## config.mk

```make
export PLATFORM = sky130hd
export DESIGN_NAME = uart_receiver
export DESIGN_NICKNAME = d
export VERILOG_FILES = /design/src/rtl/uart_receiver.sv
export SDC_FILE = /design/constraint.sdc
export NUM_CORES = 1
export LEC_CHECK = 0
export ABC_AREA = 1
export BUFFER_PORTS_ARGS = -buffer_cell sky130_fd_sc_hd__buf_2
export CAP_MARGIN = 15
export CORE_ASPECT_RATIO = 0.7
export CORE_MARGIN = 5
export CORE_UTILIZATION = 64
export DETAILED_ROUTE_END_ITERATION = 10
export PLACE_DENSITY = 0.85
export RECOVER_POWER = 100
export SETUP_SLACK_MARGIN = 0.3
export SYNTH_ARGS = -nofsm -noshare
export SYNTH_HDL_FRONTEND = slang
export SYNTH_SLANG_ARGS = --single-unit
```

## constraint.sdc

```tcl
create_clock -name clk -period 3.98 [get_ports clk]
set_clock_uncertainty 0.1 [all_clocks]
set_input_delay 0.796 -clock clk [delete_from_list [all_inputs] [get_ports clk]]
set_output_delay 0.796 -clock clk [all_outputs]
set_load 0.005 [all_outputs]
```

## src/rtl/uart_receiver.sv

```systemverilog
// uart_receiver: 16x-oversampled UART receiver with valid/ack host handshake and error status.
// Define UART_RX_PARITY_EN to expect an even-parity bit between the data bits and the stop bit.
module uart_receiver (
    input  logic       clk,
    input  logic       rst,
    input  logic [1:0] baud_sel,
    input  logic       rx,
    output logic [7:0] data_out,
    output logic       data_valid,
    input  logic       data_ack,
    output logic       parity_err,
    output logic       frame_err,
    output logic       overrun_err,
    output logic       busy
);

`ifdef UART_RX_PARITY_EN
    typedef enum logic [2:0] {
        IDLE = 3'd0, START = 3'd1, DATA = 3'd2, PARITY = 3'd3, STOP = 3'd4, WAIT_IDLE = 3'd5
    } state_t;

    // Even parity expected: odd count of ones over data plus parity bit is a mismatch.
    function automatic logic parity_bad(input logic [7:0] d, input logic p);
        return ^{d, p};
    endfunction
`else
    typedef enum logic [2:0] {
        IDLE = 3'd0, START = 3'd1, DATA = 3'd2, STOP = 3'd4, WAIT_IDLE = 3'd5
    } state_t;
`endif

    logic [1:0] sync_r;
    logic       rx_s;
    logic [8:0] tick_cnt_r;
    logic [8:0] term_s;
    logic       tick_s;
    state_t     state_r, state_nx;
    logic [3:0] s_cnt_r, s_cnt_nx;
    logic [2:0] bit_idx_r, bit_idx_nx;
    logic [7:0] shift_r, shift_nx;
    logic       par_bad_r, par_bad_nx;
    logic       deliver_s, overrun_s, frame_s;
    logic [7:0] data_out_r;
    logic       data_valid_r, parity_err_r, frame_err_r, overrun_err_r, busy_r;

    assign rx_s = sync_r[1];

    // Two-flop synchronizer for the asynchronous serial line, idling high.
    always_ff @(posedge clk or negedge rst) begin
        if (!rst) sync_r <= 2'b11;
        else      sync_r <= {sync_r[0], rx};
    end

    // Terminal count of the 16x tick divider for each baud rate.
    always_comb begin
        term_s = 9'd479;
        case (baud_sel)
            2'b00:   term_s = 9'd479;
            2'b01:   term_s = 9'd239;
            2'b10:   term_s = 9'd119;
            2'b11:   term_s = 9'd29;
            default: term_s = 9'd479;
        endcase
    end

    assign tick_s = (tick_cnt_r >= term_s);

    // Free-running oversampling counter; >= keeps a lowered terminal count from running away.
    always_ff @(posedge clk or negedge rst) begin
        if (!rst)        tick_cnt_r <= 9'd0;
        else if (tick_s) tick_cnt_r <= 9'd0;
        else             tick_cnt_r <= tick_cnt_r + 9'd1;
    end

    // Frame sequencing: next state, sample counters, shift register and status strobes.
    always_comb begin
        state_nx   = state_r;
        s_cnt_nx   = s_cnt_r;
        bit_idx_nx = bit_idx_r;
        shift_nx   = shift_r;
        par_bad_nx = par_bad_r;
        deliver_s  = 1'b0;
        overrun_s  = 1'b0;
        frame_s    = 1'b0;
        if (tick_s) begin
            case (state_r)
                IDLE: begin
                    if (!rx_s) begin
                        state_nx = START;
                        s_cnt_nx = 4'd0;
                    end else begin
                        state_nx = IDLE;
                    end
                end
                START: begin
                    if (s_cnt_r == 4'd7) begin
                        s_cnt_nx   = 4'd0;
                        bit_idx_nx = 3'd0;
                        state_nx   = rx_s ? IDLE : DATA;
                    end else begin
                        s_cnt_nx = s_cnt_r + 4'd1;
                    end
                end
                DATA: begin
                    s_cnt_nx = s_cnt_r + 4'd1;
                    if (s_cnt_r == 4'd15) begin
                        shift_nx   = {rx_s, shift_r[7:1]};
                        bit_idx_nx = bit_idx_r + 3'd1;
`ifdef UART_RX_PARITY_EN
                        state_nx   = (bit_idx_r == 3'd7) ? PARITY : DATA;
`else
                        state_nx   = (bit_idx_r == 3'd7) ? STOP : DATA;
`endif
                    end else begin
                        state_nx = DATA;
                    end
                end
`ifdef UART_RX_PARITY_EN
                PARITY: begin
                    s_cnt_nx = s_cnt_r + 4'd1;
                    if (s_cnt_r == 4'd15) begin
                        par_bad_nx = parity_bad(shift_r, rx_s);
                        state_nx   = STOP;
                    end else begin
                        state_nx = PARITY;
                    end
                end
`endif
                STOP: begin
                    s_cnt_nx = s_cnt_r + 4'd1;
                    if (s_cnt_r == 4'd15) begin
                        if (rx_s) begin
                            // An ack on this same edge frees the holding register for the new byte.
                            deliver_s = !data_valid_r || data_ack;
                            overrun_s = data_valid_r && !data_ack;
                            state_nx  = IDLE;
                        end else begin
                            frame_s  = 1'b1;
                            state_nx = WAIT_IDLE;
                        end
                    end else begin
                        state_nx = STOP;
                    end
                end
                WAIT_IDLE: begin
                    if (rx_s) state_nx = IDLE;
                    else      state_nx = WAIT_IDLE;
                end
                default: state_nx = IDLE;
            endcase
        end else begin
            state_nx = state_r;
        end
    end

    // Sequencer state register.
    always_ff @(posedge clk or negedge rst) begin
        if (!rst) begin
            state_r   <= IDLE;
            s_cnt_r   <= 4'd0;
            bit_idx_r <= 3'd0;
            shift_r   <= 8'd0;
            par_bad_r <= 1'b0;
        end else begin
            state_r   <= state_nx;
            s_cnt_r   <= s_cnt_nx;
            bit_idx_r <= bit_idx_nx;
            shift_r   <= shift_nx;
            par_bad_r <= par_bad_nx;
        end
    end

    // Host-facing output registers and handshake.
    always_ff @(posedge clk or negedge rst) begin
        if (!rst) begin
            data_out_r    <= 8'd0;
            data_valid_r  <= 1'b0;
            parity_err_r  <= 1'b0;
            frame_err_r   <= 1'b0;
            overrun_err_r <= 1'b0;
            busy_r        <= 1'b0;
        end else begin
            if (deliver_s) begin
                data_out_r   <= shift_r;
                parity_err_r <= par_bad_r;
                data_valid_r <= 1'b1;
            end else if (data_ack) begin
                data_valid_r <= 1'b0;
            end else begin
                data_valid_r <= data_valid_r;
            end
            frame_err_r   <= frame_s;
            overrun_err_r <= overrun_s;
            busy_r        <= (state_nx != IDLE);
        end
    end

    assign data_out    = data_out_r;
    assign data_valid  = data_valid_r;
`ifdef UART_RX_PARITY_EN
    assign parity_err  = parity_err_r;
`else
    assign parity_err  = 1'b0;
`endif
    assign frame_err   = frame_err_r;
    assign overrun_err = overrun_err_r;
    assign busy        = busy_r;

endmodule

```

==> results.py, run 1 <==
metrics = {
    "run_status": {
        "outcome": "finished, violations left",
        "failed_checks": "capacitance limit, slew limit",
    },
    "clock_tree": {
        "cts-buffers-inserted": 5,
        "postCtsSetupBuffers": 0,
        "root_driver": "sky130_fd_sc_hd__clkbuf_8",
        "post_cts_resized": 0,
        "ctsHoldBuffers": 0,
        "cts-htree-levels": 2,
        "source_to_sink_clock_delay_at_the_later_pin_of_the_worst_skew_pair_ns": 0.28,
        "clock_sinks": 41,
        "max-clock-path-buffers": 2,
        "worst_setup_hold_path_clk_slew_ns": 0.07,
        "cts_tree": "done",
    },
    "logic_synthesis": {
        "synth_fp_nets": 284,
        "post_synth_inst_count": 263,
        "synth-compound-area-share_pct": 11.0,
        "yosys.area_share.adder_pct": 8.30,
        "yosysUniqueCellTypes": 30,
        "synth.cell_area_um2": 2260,
        "main_combinational_cell_family_by_area_after_synthesis": "simple AND/OR/NAND/NOR gates",
        "async_flop_share_pct": 100,
        "synth_enable_flop_cells": 0,
        "seq_total_area_yosys_pct": 45.5,
        "yosys_register_bits": 41,
        "synth_warnings": 0,
        "syn-mean-instance-area_um2": 8.60,
        "area_share_of_and_or_nand_nor_cells_after_synthesis_pct": 25.2,
        "yosys.area_share.xor_xnor_pct": 1.16,
        "synth.mux.area_fraction_pct": 0,
        "flip_flop_cell_with_the_highest_count_after_synthesis": "sky130_fd_sc_hd__dfrtp_1",
    },
    "sta": {
        "finalHoldViolCount": 0,
        "finalSetupViolCount": 0,
        "fin_hold_ws_ns": 0.258,
        "grt_setup_unrepaired": "false",
        "timing.final.ws_setup_ns": 1.01,
        "post_layout_minimum_cycle_time_ns": 2.97,
        "slew_violations": 42,
        "worst-slew-pin-transition_ns": 2.10,
        "timing.slew.headroom_pct": -40.3,
        "fin_tns_setup_ns": 0,
        "finalCritPeriodShare_pct": 74.7,
        "maxClockFrequency_ghz": 0.336,
    },
    "hold_path": {
        "hp-class": "flop to flop",
        "hold_path.startpoint": "sync_r[0]",
    },
    "floorplan": {
        "placeableCoreArea_um2": 3470,
        "floorplan.io_pins": 19,
        "design.die.area_um2": 4840,
        "rows": 18,
        "chipWidth_um": 81.0,
        "start_util_pct": 65.2,
        "die_height_um": 59.7,
    },
    "cells_and_area": {
        "drive_above_1_share_pct": 11.3,
        "fin_cells": 333,
        "final_common_cell": "sky130_fd_sc_hd__nand2_1",
        "post-route-util_pct": 68.0,
        "final_nets": 304,
        "post_layout_instance_area_um2": 2360,
        "antenna_cells": 0,
        "area_growth_syn_to_layout_pct": 4.32,
        "layout_common_cells": "sky130_fd_sc_hd__nand2_1 (66), sky130_fd_sc_hd__dfrtp_1 (39), sky130_fd_sc_hd__inv_1 (29)",
    },
    "detailed_routing": {
        "dr_total_vias": 1717,
        "route.final.wire_length_um": 4330,
        "route.detailed.vias_per_inst": 5.16,
        "number_of_nets_still_failing_antenna_checks_after_routing": 0,
        "wire_per_inst_um": 13.0,
        "dr.first_iter.drc_count": 175,
        "drt_pre_antenna_iters": 4,
        "drcViolationCount": 0,
    },
    "global_route": {
        "met2_usage_pct": 30.9,
        "globalRouteMet3Util_pct": 4.82,
        "grt.overflow.total": 0,
        "grt_pass1_vias": 1611,
        "grt_antenna_before_repair": 0,
        "largest_net_degree_at_the_start_of_global_routing": 42,
        "use_met1_pct": 27.4,
        "grt_usage_pct": 19.8,
        "grt_pass1_wl_um": 7180,
        "grt-busiest-layer": "met2",
    },
    "place": {
        "place_worst_setup_slack_ns": 1.17,
        "post_place_cells": 326,
        "postPlaceCellArea_um2": 2370,
        "place_congestion": 0.933,
        "place_hpwl_um": 3280,
        "io_buffer_count": 17,
    },
    "worst_setup_path": {
        "worstPathArrival_ns": 3.03,
        "timing.setup.critical_path_class": "input port to flop",
        "startpoint": "baud_sel[1]",
        "worst_ep_required_time_ns": 4.04,
        "crit-reg2reg-launch": "tick_cnt_r[4]",
        "timing.reg2reg.setup_slack_ns": 1.51,
        "critical_path.max_fanout": 15,
        "timing.critical_path.to_type": "flop",
        "worst_setup_path_start_kind": "input port",
    },
    "pwr": {
        "p_leak_nw": 1.17,
        "ir_drop_mv": 0.357,
        "fin_total_pwr_mw": 1.17,
        "power_density_nw_per_um2": 496,
    },
    "run": {
        "max_cap_violations": 1,
    },
}
flip-flops by register name, summed over array words and instances (netlist names):
signal / flops
bit_idx_r: 3
sync_r: 2
frame_err: 1
shift_r: 8
tick_cnt_r: 9
busy: 1
s_cnt_r: 4
data_out: 8
data_valid: 1
overrun_err: 1
state_r: 3
worst paths after layout:
check,endpoint,cells after the start
max,s_cnt_r[1],13
min,sync_r[1],0
max reg2reg,s_cnt_r[1],10
min reg2reg,sync_r[1],0
max in group asynchronous,busy,1
min in group asynchronous,tick_cnt_r[3],1
cells by family (layout without fill, tap and decap cells):
| group | count (synthesis) | count (layout) |
|---|---|---|
| adders and majority gates | 15 | 15 |
| DFF | 41 | 41 |
| and+or+nand+nor | 122 | 122 |
| AOI/OAI and AO/OA | 36 | 36 |
| buffers and inverters | 45 | 65 |
| xor gates and xnor gates | 3 | 3 |
| other | 1 | 1 |
cell usage after synthesis (2+ instances only):
library cell	instances	share of area (%)
sky130_fd_sc_hd__inv_1	28	4.6
sky130_fd_sc_hd__clkinv_1	2	0.33
sky130_fd_sc_hd__nor3_1	3	0.66
sky130_fd_sc_hd__o21ai_1	5	1.1
sky130_fd_sc_hd__dfrtp_1	39	43
sky130_fd_sc_hd__ha_1	15	8.3
sky130_fd_sc_hd__nand3_4	2	1.5
sky130_fd_sc_hd__buf_6	3	1.5
sky130_fd_sc_hd__nand2_2	2	0.55
sky130_fd_sc_hd__nor2_1	24	4.0
sky130_fd_sc_hd__nand2_1	64	11
sky130_fd_sc_hd__a21oi_1	7	1.5
sky130_fd_sc_hd__o21ai_2	18	7.0
sky130_fd_sc_hd__o21ai_0	5	1.1
sky130_fd_sc_hd__nand3_1	17	3.8
sky130_fd_sc_hd__inv_2	11	1.8
sky130_fd_sc_hd__xor2_1	3	1.2
sky130_fd_sc_hd__dfstp_2	2	2.3
sky130_fd_sc_hd__nor3b_1	2	0.66
per-layer routing:
layer	share of wire (%)	vias up
met5	0	-
met4	0.42	0
li1	-	870
met2	45	43
met1	49	800
met3	5.5	4
final cells by class:
class,count,area [um^2]
Clock buffer,7,86.3
Fill cell,331,1110
Inverter,41,154
Multi-Input combinational cell,177,955
Sequential cell,41,1030
Tap cell,50,62.6
Timing Repair Buffer,17,72.6
power breakdown:
| part | switching (mW) | internal (mW) | leakage, nW |
|---|---|---|---|
| logic | 0.234 | 0.122 | 0.583 |
| registers | 0.0671 | 0.479 | 0.542 |
| clock network | 0.130 | 0.138 | 0.0443 |
worst max-delay path, stage by stage:
cell and delay (ns):
sky130_fd_sc_hd__clkbuf_1 0.17, sky130_fd_sc_hd__inv_1 0.11, sky130_fd_sc_hd__ha_1 0.20, sky130_fd_sc_hd__ha_1 0.29, sky130_fd_sc_hd__nand2_1 0.07, sky130_fd_sc_hd__nor2_1 0.11, sky130_fd_sc_hd__nand2_1 0.07, sky130_fd_sc_hd__nand3_1 0.09
sky130_fd_sc_hd__nand2_1 0.11, sky130_fd_sc_hd__nand2_1 0.46, sky130_fd_sc_hd__nand2_1 0.30, sky130_fd_sc_hd__nand2_1 0.14, sky130_fd_sc_hd__o21ai_0 0.10
No activity file was read; power rests on OpenSTA's default activity.
==> run 2, diff against run 1 <==
Settings changed: ABC_AREA 1 to 0, CORE_UTILIZATION 64 to 59, PLACE_DENSITY 0.85 to 0.79.
Clock period 3.98 ns to 3.1 ns, I/O delays scaled along.
==> results.py, run 2 <==
metrics = {
    "detailed_routing": {
        "route.final.wire_length_um": 3990,
        "drt_pre_antenna_iters": 4,
        "number_of_nets_still_failing_antenna_checks_after_routing": 0,
        "wire_per_inst_um": 15.2,
        "dr.first_iter.drc_count": 99,
        "route.detailed.vias_per_inst": 5.74,
        "dr_total_vias": 1510,
        "drcViolationCount": 0,
    },
    "logic_synthesis": {
        "yosys_register_bits": 41,
        "synth_largest_type_area_fraction_pct": 44.5,
        "synth_enable_flop_cells": 0,
        "yosysUniqueCellTypes": 51,
        "flip_flop_cell_with_the_highest_count_after_synthesis": "sky130_fd_sc_hd__dfrtp_1",
        "synth.cells.most_frequent": "sky130_fd_sc_hd__dfrtp_1 (39), sky130_fd_sc_hd__mux2_2 (21), sky130_fd_sc_hd__nor2_1 (16)",
        "synth_fp_nets": 215,
        "post_synth_inst_count": 194,
        "seq_total_area_yosys_pct": 46.9,
        "synth.cell_area_um2": 2190,
        "syn-mean-instance-area_um2": 11.3,
        "synth_top_cells_by_area": "sky130_fd_sc_hd__dfrtp_1 (45%), sky130_fd_sc_hd__mux2_2 (11%), sky130_fd_sc_hd__ha_1 (8.6%)",
        "synth.most_common_cell": "sky130_fd_sc_hd__dfrtp_1",
        "synth_warnings": 0,
        "async_flop_share_pct": 100,
        "synth_top_area_cell": "sky130_fd_sc_hd__dfrtp_1",
    },
    "sta": {
        "post_layout_minimum_cycle_time_ns": 2.67,
        "worst-slew-pin-transition_ns": 2.11,
        "maxClockFrequency_ghz": 0.375,
        "slew_violations": 42,
        "grt_setup_unrepaired": "false",
        "fin_tns_setup_ns": 0,
        "finalSetupViolCount": 0,
        "timing.slew.headroom_pct": -40.4,
        "finalHoldViolCount": 0,
        "finalCritPeriodShare_pct": 86.0,
        "fin_hold_ws_ns": 0.260,
    },
    "worst_setup_path": {
        "worst_setup_path_start_kind": "input port",
        "worst_ep_required_time_ns": 3.18,
        "worstPathArrival_ns": 2.75,
        "critical_path.max_stage_delay_ns": 0.49,
        "critical_path.max_fanout": 10,
        "crit-reg2reg-launch": "tick_cnt_r[4]",
        "crit_slowest_cell": "sky130_fd_sc_hd__o2111ai_2",
        "reg2reg_depth": 6,
        "worstPathCellList": "clkbuf_1 > inv_1 > ha_1 > inv_1 > ha_1 > a21oi_1 > o211ai_2 > o2111ai_2 > mux2_2",
        "timing.setup.critical_path_class": "input port to flop",
        "timing.reg2reg.setup_slack_ns": 0.80,
        "critical_path.reg2reg.endpoint": "data_out[6]",
        "timing.critical_path.to_type": "flop",
    },
    "cells_and_area": {
        "post-route-util_pct": 66.6,
        "final_common_cell": "sky130_fd_sc_hd__dfrtp_1",
        "antenna_cells": 0,
        "largest_register": "tick_cnt_r",
        "area_growth_syn_to_layout_pct": 8.17,
        "number_of_flip_flops_in_the_largest_register": 9,
        "layout_common_cells": "sky130_fd_sc_hd__dfrtp_1 (39), sky130_fd_sc_hd__mux2_2 (21), sky130_fd_sc_hd__nor2_1 (16)",
        "final_nets": 233,
        "drive_above_1_share_pct": 23.0,
    },
    "hold_path": {
        "whs_endpoint": "sync_r[1]",
        "hold_path_depth": 0,
        "hp-class": "flop to flop",
        "hold_path.startpoint": "sync_r[0]",
    },
    "global_route": {
        "grt_antenna_before_repair": 0,
        "largest_net_degree_at_the_start_of_global_routing": 42,
        "grt.overflow.total": 0,
        "grt_usage_pct": 17.9,
        "grt_pass1_wl_um": 7150,
        "grt_pass1_vias": 1510,
    },
    "pwr": {
        "power_density_nw_per_um2": 597,
        "ir_drop_mv": 0.442,
        "p_leak_nw": 1.13,
    },
    "floorplan": {
        "design.die.area_um2": 5050,
        "placeableCoreArea_um2": 3560,
        "start_util_pct": 61.6,
        "floorplan.io_pins": 19,
        "die_height_um": 61.0,
        "rows": 18,
        "chipWidth_um": 82.8,
    },
    "place": {
        "place_congestion": 0.828,
        "place_hpwl_um": 3000,
        "io_buffer_count": 17,
    },
    "clock_tree": {
        "postCtsSetupBuffers": 0,
        "source_to_sink_clock_delay_at_the_later_pin_of_the_worst_skew_pair_ns": 0.29,
        "root_driver": "sky130_fd_sc_hd__clkbuf_8",
        "ctsHoldBuffers": 0,
        "cts-htree-levels": 2,
        "cts_tree": "done",
        "cts-buffers-inserted": 5,
        "clock_sinks": 41,
        "worst_setup_hold_path_clk_slew_ns": 0.08,
        "max-clock-path-buffers": 2,
        "post_cts_resized": 0,
    },
    "run_status": {
        "outcome": "finished, violations left",
        "failed_checks": "capacitance limit, slew limit",
    },
    "run": {
        "max_cap_violations": 1,
    },
}
==> run 2: cell count changes after synthesis, moves of 4 or more <==
cell / delta
sky130_fd_sc_hd__and3_1: +4
sky130_fd_sc_hd__inv_1: -15
sky130_fd_sc_hd__inv_2: -11
sky130_fd_sc_hd__mux2_2: +21
sky130_fd_sc_hd__nand2_1: -60
sky130_fd_sc_hd__nand3_1: -9
sky130_fd_sc_hd__nor2_1: -8
sky130_fd_sc_hd__nor2b_1: +4
sky130_fd_sc_hd__o21ai_1: -4
sky130_fd_sc_hd__o21ai_2: -17
==> run 2: worst max path at each step <==
stage	endpoint	depth (start not counted)	startpoint
final	data_out[6]	9	baud_sel[1]
after global routing	data_out[6]	9	baud_sel[1]
after CTS	shift_r[0]	9	baud_sel[1]
after detailed placement	shift_r[1]	9	baud_sel[1]
after global placement	shift_r[7]	9	baud_sel[1]
after floorplan	state_r[0]	9	baud_sel[1]
==> run 2: stage by stage <==
stage | total power [mW] | setup slack, ns | cell area (um^2) | instances
2_1_floorplan | 0.993 | 0.586 | 2190 | 194
3_3_place_gp | 1.06 | 0.338 | 2300 | 255
3_5_place_dp | 1.09 | 0.222 | 2300 | 255
4_1_cts | 1.42 | 0.525 | 2390 | 263
5_1_grt | 1.51 | 0.220 | 2370 | 263
6_report | 1.41 | 0.434 | 2370 | 263
==> run 2: cell families after synthesis <==
family,share of synthesized area (%)
simple gates,12.5
flops,46.9
compound gates,13.2
mux,11.3
buf+inv,4.11
fa+ha+maj,8.57
xor+xnor,3.20
other cells,0.171
==> run 2: worst max-delay path, delay by kind of cell <==
| family | cells | cell delay [ns] |
|---|---|---|
| adder cells (fa/ha/maj) | 2 | 0.48 |
| AO/OA/AOI/OAI | 3 | 0.93 |
| multiplexers | 1 | 0.40 |
| buffers and inverters | 3 | 0.31 |
==> run 2: routing by layer <==
layer,part of all wire [%],vias up,GRT usage (%)
met1,45,730,22.0
met5,0,-,0
li1,-,729,-
met4,1.8,0,7.23
met2,48,45,30.7
met3,5.3,6,5.16
==> run 2: final cells by class <==
class	count	area [um^2]
flip-flops and latches	41	1030
multi-input cells	133	1060
inverters	13	48.8
clock buffers	5	68.8
clock inverters	3	17.5
repair buffers	18	82.6
well taps	50	62.6
fillers	284	1190
==> run 2: where the power goes <==
part           total [mW]  switching (mW)  internal [mW]
combinational       0.356           0.187          0.169
clock               0.335           0.179          0.155
sequential          0.724           0.108          0.616
total                1.41           0.475          0.940
==> run 3, diff against run 2 <==
==> constraint.sdc (replaced) <==
create_clock -name clk -period 3.1 [get_ports clk]
set_clock_uncertainty 0.1 [all_clocks]
set_input_delay 0.93 -clock clk [delete_from_list [all_inputs] [get_ports clk]]
set_output_delay 0.93 -clock clk [all_outputs]
set_load 0.005 [all_outputs]
==> results.py, run 3 (synthesis results as in run 2) <==
metrics = {
    "sta": {
        "post_layout_minimum_cycle_time_ns": 2.84,
        "finalCritPeriodShare_pct": 91.5,
        "timing.final.ws_setup_ns": 0.264,
        "timing.slew.headroom_pct": 40.0,
        "grt_setup_unrepaired": "false",
        "worst-slew-pin-transition_ns": 0.900,
        "slew_violations": 0,
        "maxClockFrequency_ghz": 0.353,
        "finalSetupViolCount": 0,
        "finalHoldViolCount": 0,
    },
    "clock_tree": {
        "cts-htree-levels": 2,
        "max-clock-path-buffers": 2,
        "cts_tree": "done",
        "clock_sinks": 41,
        "cts-buffers-inserted": 5,
        "source_to_sink_clock_delay_at_the_later_pin_of_the_worst_skew_pair_ns": 0.29,
        "root_driver": "sky130_fd_sc_hd__clkbuf_8",
        "worst_setup_hold_path_clk_slew_ns": 0.08,
    },
    "worst_setup_path": {
        "timing.critical_path.to_type": "flop",
        "worst_ep_required_time_ns": 3.17,
        "worstPathArrival_ns": 2.91,
        "timing.setup.critical_path_class": "input port to flop",
        "critical_path.max_fanout": 8,
        "worst_setup_path_start_kind": "input port",
    },
    "cells_and_area": {
        "layout_common_cells": "sky130_fd_sc_hd__dfrtp_1 (39), sky130_fd_sc_hd__mux2_2 (18), sky130_fd_sc_hd__nor2_1 (16)",
        "largest_register": "tick_cnt_r",
        "antenna_cells": 0,
        "fillerInstances": 280,
        "area_growth_syn_to_layout_pct": 12.6,
        "area_taken_by_multi_input_logic_gates_um2": 1100,
        "final-seq-area_um2": 1030,
        "post-route-util_pct": 69.3,
        "number_of_flip_flops_in_the_largest_register": 9,
        "drive_above_1_share_pct": 26.4,
        "final_common_cell": "sky130_fd_sc_hd__dfrtp_1",
        "final_nets": 240,
    },
    "floorplan": {
        "floorplan.io_pins": 19,
        "chipWidth_um": 82.8,
        "rows": 18,
        "design.die.area_um2": 5050,
        "die_height_um": 61.0,
        "start_util_pct": 61.6,
        "placeableCoreArea_um2": 3560,
    },
    "pwr": {
        "power_density_nw_per_um2": 581,
        "power.clock.fraction_pct": 23.9,
        "p_leak_nw": 1.17,
        "combPwrFrac_pct": 25.2,
        "seqPwrFrac_pct": 50.9,
        "power.internal_mw": 0.951,
        "ir_drop_mv": 0.342,
        "swShare_pct": 33.6,
        "total_switching_power_mw": 0.482,
    },
    "detailed_routing": {
        "dr.first_iter.drc_count": 108,
        "dr_total_vias": 1539,
        "number_of_nets_still_failing_antenna_checks_after_routing": 0,
        "drcViolationCount": 0,
        "drt_pre_antenna_iters": 4,
        "route.final.wire_length_um": 4250,
        "wire_per_inst_um": 15.7,
        "route.detailed.vias_per_inst": 5.70,
    },
    "global_route": {
        "largest_net_degree_at_the_start_of_global_routing": 42,
        "grt_pass1_wl_um": 7520,
        "grt.overflow.total": 0,
        "grt_antenna_before_repair": 0,
        "grt_usage_pct": 19.1,
        "grt_pass1_vias": 1594,
    },
    "place": {
        "place_worst_setup_slack_ns": -0.0202,
        "place_hpwl_um": 3160,
        "place_congestion": 0.932,
        "io_buffer_count": 17,
    },
    "hold_path": {
        "hp-class": "flop to flop",
    },
    "run_status": {
        "outcome": "completed",
    },
    "run": {
        "max_cap_violations": 0,
    },
}
## run 3: changes by cell type in the layout (fill, tap and decap cells not counted), sizes merged
cell / before / now
buf: 10 / 14
clkbuf: 13 / 16
clkinv: 2 / 3
clkinvlp: 1 / 0
## run 3: path summary, 6_finish.rpt
kind,cells after the start,slack (ns),startpoint,to
max reg2reg,8,0.83,tick_cnt_r[4],data_out[2]
max in group asynchronous,1,1.68,rst,tick_cnt_r[8]
min in group asynchronous,1,0.66,rst,shift_r[3]
min,0,0.26,sync_r[0],sync_r[1]
max,11,0.26,baud_sel[1],data_out[2]
min reg2reg,0,0.26,sync_r[0],sync_r[1]
## run 3: critical path, stage by stage
cell	delay [ns]
sky130_fd_sc_hd__buf_2	0.12
sky130_fd_sc_hd__inv_2	0.06
sky130_fd_sc_hd__ha_1	0.19
sky130_fd_sc_hd__ha_1	0.29
sky130_fd_sc_hd__and3_1	0.17
sky130_fd_sc_hd__o221ai_2	0.08
sky130_fd_sc_hd__a21oi_1	0.24
sky130_fd_sc_hd__clkbuf_1	0.20
sky130_fd_sc_hd__o2111ai_4	0.16
sky130_fd_sc_hd__buf_12	0.18
sky130_fd_sc_hd__mux2_4	0.30
## run 3: routing by layer
layer	routed length [um]	vias up	global-route usage, %
li1	-	739	-
met1	2000	764	23.6
met2	2040	32	32.9
met3	169	4	6.65
met4	36	0	5.13
met5	0	-	0
## run 3: power by group through the flow
stage | clock network (mW) | logic (mW) | registers [mW]
after floorplan | 0 | 0.301 | 0.698
after global routing | 0.387 | 0.411 | 0.746
after global placement | 0 | 0.345 | 0.728
after CTS | 0.352 | 0.371 | 0.726
after detailed placement | 0 | 0.368 | 0.736
final | 0.343 | 0.361 | 0.729
## run 3: layout make-up
class	instances	share of cell area (%)
clock buffer	5	2.79
inverter	13	1.98
sequential	41	41.7
multi-input combinational	133	44.5
timing repair buffer	25	5.58
clock inverter	3	0.913
tap	50	2.54
## run 3: timing repair
action	4_1_cts	5_1_grt
hold buffers	0	0
resized for setup	1	7
pin swaps	1	5
endpoints found under the setup margin	2	16
buffers inserted	0	1
## run 3: metrics by stage
step           area (um^2)  hold WS (ns)  setup TNS [ns]  instances  total power [mW]
2_1_floorplan         2200         0.245               0        194             0.999
3_3_place_gp          2360         0.249               0        261              1.07
3_5_place_dp          2360         0.250         -0.0753        261              1.10
4_1_cts               2450         0.262               0        269              1.45
5_1_grt               2470         0.266               0        270              1.54
6_report              2470         0.260               0        270              1.43
